`src/rtl/rol_seq_32.sv`:
```
// rol_seq_32: multicycle rotate-left, one log-shifter stage per clock
//   clock  - system clock, rising edge
//   reset  - synchronous active-high reset
//   start  - operation request, sampled only while idle
//   rIn    - operand to rotate
//   rotB   - rotate amount, only the low SH_W bits are used
//   rOut   - registered result, held until the next completion or reset
//   busy   - high while an operation is in progress
//   done   - one-cycle pulse after rOut has been updated
module rol_seq_32 #(
    parameter int WIDTH = 32,
    parameter int SH_W  = 5
) (
    input  logic             clock,
    input  logic             reset,
    input  logic             start,
    input  logic [WIDTH-1:0] rIn,
    input  logic [WIDTH-1:0] rotB,
    output logic [WIDTH-1:0] rOut,
    output logic             busy,
    output logic             done
);
    localparam int ST_W = $clog2(SH_W);
    localparam logic [0:0] IDLE = 1'b0;
    localparam logic [0:0] RUN  = 1'b1;
    logic [0:0]       state_q, state_d;
    logic [WIDTH-1:0] work_q, work_d;
    logic [SH_W-1:0]  amt_q, amt_d;
    logic [ST_W-1:0]  stage_q, stage_d;
    logic [WIDTH-1:0] rout_q, rout_d;
    logic             busy_q, busy_d;
    logic             done_q, done_d;
    logic [WIDTH-1:0] rot [SH_W];
    logic [WIDTH-1:0] step;
    logic             idle, last;
    // fixed rotate-left by 2**i for each stage; the active stage picks one
    for (genvar i = 0; i < SH_W; i++) begin : g_rot
        assign rot[i] = {work_q[WIDTH-1-(2**i):0], work_q[WIDTH-1:WIDTH-(2**i)]};
    end
    always_comb begin
        idle    = state_q == IDLE;
        last    = stage_q == '0;
        step    = amt_q[stage_q] ? rot[stage_q] : work_q;
        state_d = idle ? (start ? RUN : IDLE) : (last ? IDLE : RUN);
        work_d  = idle ? (start ? rIn : work_q) : step;
        amt_d   = (idle && start) ? rotB[SH_W-1:0] : amt_q;
        stage_d = idle ? (start ? ST_W'(SH_W-1) : stage_q) : (last ? '0 : stage_q - 1'b1);
        rout_d  = (!idle && last) ? step : rout_q;
        busy_d  = idle ? start : !last;
        done_d  = !idle && last;
    end
    always_ff @(posedge clock) begin
        if (reset) begin
            state_q <= IDLE;
            work_q  <= '0;
            amt_q   <= '0;
            stage_q <= '0;
            rout_q  <= '0;
            busy_q  <= 1'b0;
            done_q  <= 1'b0;
        end else begin
            state_q <= state_d;
            work_q  <= work_d;
            amt_q   <= amt_d;
            stage_q <= stage_d;
            rout_q  <= rout_d;
            busy_q  <= busy_d;
            done_q  <= done_d;
        end
    end
    assign rOut = rout_q;
    assign busy = busy_q;
    assign done = done_q;
endmodule
```
`config.mk`:
```
export PLATFORM = sky130hd
export DESIGN_NAME = rol_seq_32
export DESIGN_NICKNAME = d
export VERILOG_FILES = /design/src/rtl/rol_seq_32.sv
export SDC_FILE = /design/constraint.sdc
export NUM_CORES = 1
export LEC_CHECK = 0
export ABC_CLOCK_PERIOD_IN_PS = 2150
export BUFFER_PORTS_ARGS = -buffer_cell sky130_fd_sc_hd__buf_2
export CAP_MARGIN = 20
export CORE_MARGIN = 5
export CORE_UTILIZATION = 56
export CTS_BUF_LIST = sky130_fd_sc_hd__clkbuf_4
export DETAILED_ROUTE_END_ITERATION = 12
export PLACE_DENSITY_LB_ADDON = 0.15
export SKIP_LAST_GASP = 1
export SLEW_MARGIN = 5
export SYNTH_ARGS = -nofsm -noshare
export SYNTH_HDL_FRONTEND = slang
export SYNTH_SLANG_ARGS = --single-unit
export TNS_END_PERCENT = 10
```
`constraint.sdc`:
```
create_clock -name clock -period 2.15 [get_ports clock]
set_input_delay 0.215 -clock clock [delete_from_list [all_inputs] [get_ports clock]]
set_output_delay 0.215 -clock clock [all_outputs]
set_load 0.02 [all_outputs]
```
* After elaboration in Yosys (flattened, before gate mapping)
Index checks and enable logic that the tools add are counted.
** Storage, ports and cells
- Bits in registers :: 75
- Input port bits :: 67
- Output and inout port bits :: 34
- Logic and storage cells :: 32
** Cells by class
- $add $sub $neg :: 1
- Magnitude comparators :: 2
- Muxes and demuxes :: 15
- Bitwise operators :: 2
- Reduce and logical (&&, ||, !) cells :: 5
** Operators with widths (number)
- $mux W32 :: 5
- $bmux W32 S3 :: 1
- $mux W3 :: 3
- $mux W1 :: 5
- $ge A4 B4 Y1 const B :: 1
- $lt A3 B4 Y1 const B :: 1
- $not A3 Y4 :: 1
- $bmux W1 S3 :: 1
- $logic_not A3 Y1 :: 1
- $sub A3 B1 Y3 const B :: 1
- $logic_and A1 B1 Y1 :: 2
- $reduce_bool A2 Y1 :: 1
- $logic_not A1 Y1 :: 1
- $not A1 Y1 :: 1

* Longest topological paths before layout
- Depth after elaboration :: 6
- Depth in mapped cells :: 7

* Worst setup path before layout
Ideal clock, no wire load.
- Path type :: register to register
- Start point :: register stage_q[1]
- End point :: register work_q[6]
- Library setup time :: 122 ps
- Arrival time :: 1619 ps
- Required time :: 2028 ps
- Setup slack :: 409 ps
- Cell stages (with the launch flop) :: 7
- Path through :: dfxtp_1 -> buf_4 -> clkbuf_1 -> mux2_2 -> mux2i_1 -> o22ai_1 -> a221o_1
** On the way
- Word-level cells in the longest chain between the ends :: 6
- Elaborated cells on any way between the ends :: 8
- Classes of those cells :: mux: 7; bitwise: 1
** RTL lines
- from (decl) :: line 29 : logic [ST_W-1:0] stage_q, stage_d;
- from (signal assigned) :: line 65 : stage_q <= stage_d;
- $not A3 Y4 (not written as such) :: line 43 : step = amt_q[stage_q] ? rot[stage_q] : work_q;
- $bmux W32 S3 :: line 43
- $mux W32 (not written as such) (2 in series) :: line 43
- $mux W32 (*) :: line 43
- $mux W32 (*) :: line 45 : work_d = idle ? (start ? rIn : work_q) : step;
- to (signal assigned) :: line 63 : work_q <= work_d;
- to (decl) :: line 27 : logic [WIDTH-1:0] work_q, work_d;
Every way passes the cells marked *; elsewhere a longest branch is shown, timed or not. The select of a mux whose other input is x is not followed.
A chain may end at the register's enable or synchronous reset.

* Worst setup path in the final report
- Start point :: register stage_q[1]
- End point :: register work_q[19]
Same word-level chain as after synthesis.

==> results.tsv <==
metric	value	unit
first-pass GRT wire length	21300	um
Mapped Nets	565	
Num CTS Buffers	9	
Root Driver	clkbuf_4	
post-route ant nets	0	
hold slack final	0.00519	ns
Synth Instances	498	
total grt overflow	0	
most frequent cells in the layout	buf_2, dfxtp_1, nor2b_1, nor2_1, mux2i_1	
worst setup path class	reg -> reg	
status	finished, final reports clean	
DIE WIDTH	98.8	um
cell area after synthesis	4410	sq um
DR pass1 iterations	4	
routed len/inst	20.3	um
placed inst area	4900	sq um
worst skew pair latency	0.44	ns
vias per cell	6.50	
full die area	9760	sq um
dpl hpwl	9340	um
# rows	32	
relative slew slack	42.2	%
CTS tree	built	
# clock sinks	74	
Routed WL	13300	um
Yosys cell types	35	
fraction of registers with async set/reset	0	%
num ports	101	
# nets final	616	
clk slew on worst S/H paths	0.14	ns
final number of hold-violating endpoints	0	
total of max-cap violations	0	
Tmin final	2.02	ns
Reg power frac	46.4	%
switching share of power	32.7	%
Clock Power Share	29.3	%
Final period util	94.1	%
Seq/Total Area, Yosys	33.6	%
largest net degree at the start of global routing	77	
# DRC	0	
Reg area	1480	sq um
initial DRC count	426	
Longest Clk Path Bufs	2	
routed wl met2	5960	um
Final Wtd Congestion	0.987	
maximum clock rate	495	MHz
worst slew pin tran	0.867	ns
n_diodes	0	
Multi-input gate area	2700	sq um
Setup TNS	0	ns
critical path required time	2.53	ns
Synth Register Bits	74	
# H-tree levels	3	
nature of the critical path endpoint	flip-flop	
GRT Total Usage	26.9	%
RSZ-0062 raised after global routing	no	
Die Height	98.8	um
vias in the first global route	3993	
crit-path max FO	16	
DR vias	4267	
Max IR drop VDD	442	uV
met3 routed wirelength	876	um
leading register cell type out of synthesis	dfxtp_1	
Yosys top cell by area	dfxtp_1	
Pins Over Slew Limit	0	
reg2reg path depth	5	
syn avg cell area	8.86	sq um
Worst setup SP type	flip-flop	
pwr/cell area	668	nW/um^2
Final Cell Area	5070	sq um
commonest non-fill, non-tap cell in the layout	buf_2	
proportion of layout cells with a drive suffix above 1	21.7	%
Critical Path AT	2.40	ns
top sig layer	met4	
antenna violations before repair	0	
core area	7690	sq um
synth warn	0	
hold crit path type	in -> reg	
Pint	2280	uW
switching power	1110	uW
Worst Clk Skew	0.0210	ns
met1 WL	6250	um
Synth area leaders	dfxtp_1, mux2i_1, nor2b_1	
static leakage	0.00241	uW
Yosys top cell area share	33.6	%
Final Setup Violations	0	
initial core utilization	57.4	%
count of input and output buffers	73	
P&R area growth vs syn	14.9	%
Hold Path Depth	3	
Logic pwr share	24.3	%
Filler cells	664	
number of synthesized flops with an enable pin	0	
[synth_stat cells (all sizes together) (4+ instances only)]
cell type / instances
clkbuf: 34
dfxtp: 74
a221o: 32
o32ai: 24
nand2: 9
nor3b: 4
nand2b: 7
o22ai: 5
a21o: 41
nor2b: 53
mux2i: 42
a22o: 32
a211oi: 23
buf: 20
nor2: 44
a21oi: 32
[metrics by stage]
step           utilization, %  total power, uW  setup WS, ns  instances
2_1_floorplan               -             2140         0.409        498
3_3_place_gp             63.7             2390         0.235        639
3_5_place_dp             63.7             2400         0.182        639
4_1_cts                  66.0             3390         0.150        656
5_1_grt                  66.0             3550        0.0812        656
6_report                 66.0             3390         0.128        656
[state kept, by name (all words and copies together) (netlist names)]
signal / cells
rOut: 32
work_q: 32
amt_q: 5
stage_q: 3
done: 1
state_q: 1
[layout make-up]
cell class,count,area share (%)
clock buffers,9,1.33
clock inverters,7,1.85
inverters,3,0.222
multi-input cells,367,53.2
flip-flops and latches,74,29.3
well taps,102,2.52
repair buffers,94,11.6
[critical path, stage by stage (launching register included)]
cell and delay (ns):
dfxtp_2 0.51, mux2_2 0.43, a22oi_1 0.28, and4b_1 0.29
buf_4 0.26, a221o_1 0.19
[logic make-up (layout without fill, tap and decap cells)]
family / Yosys count / in the layout / share of synthesized area, %
buffers and inverters: 57 / 113 / 5.81
multiplexers: 45 / 45 / 10.3
flip-flops: 74 / 74 / 33.6
AND/OR/NAND/NOR: 125 / 125 / 15.3
AO/OA/AOI/OAI: 197 / 197 / 35.0
[power by group through the flow]
| stage | Combinational [uW] | Clock [uW] | Sequential [uW] |
|---|---|---|---|
| after floorplan | 554 | 0 | 1580 |
| after global placement | 796 | 0 | 1590 |
| after detailed placement | 806 | 0 | 1600 |
| after CTS | 812 | 1010 | 1570 |
| after global routing | 889 | 1080 | 1580 |
| final | 822 | 993 | 1570 |
[path summary, 6_finish.rpt]
path	endpoint	from	slack (ns)
hold / removal	amt_q[4]$_SDFFE_PP0P_	rotB[4]	0.005
setup reg to reg	work_q[19]$_SDFFE_PP0P_	stage_q[1]$_SDFFE_PP0P_	0.13
hold reg to reg	amt_q[0]$_SDFFE_PP0P_	amt_q[0]$_SDFFE_PP0P_	0.52
setup / recovery	work_q[19]$_SDFFE_PP0P_	stage_q[1]$_SDFFE_PP0P_	0.13
[what timing repair did]
action / in CTS / in global routing
gates resized for setup: 0 / 0
hold buffers: 1 / 0
hold endpoints to repair: 1 / 0
endpoints found under the setup margin: 0 / 0
buffers inserted: 0 / 0
[per-layer routing]
layer	GRT usage, %	vias up
met3	5.80	18
met4	8.09	0
met5	0	-
li1	-	1994
met2	39.9	164
met1	39.0	2091
Note: power is estimated with default switching activity, not from simulation.
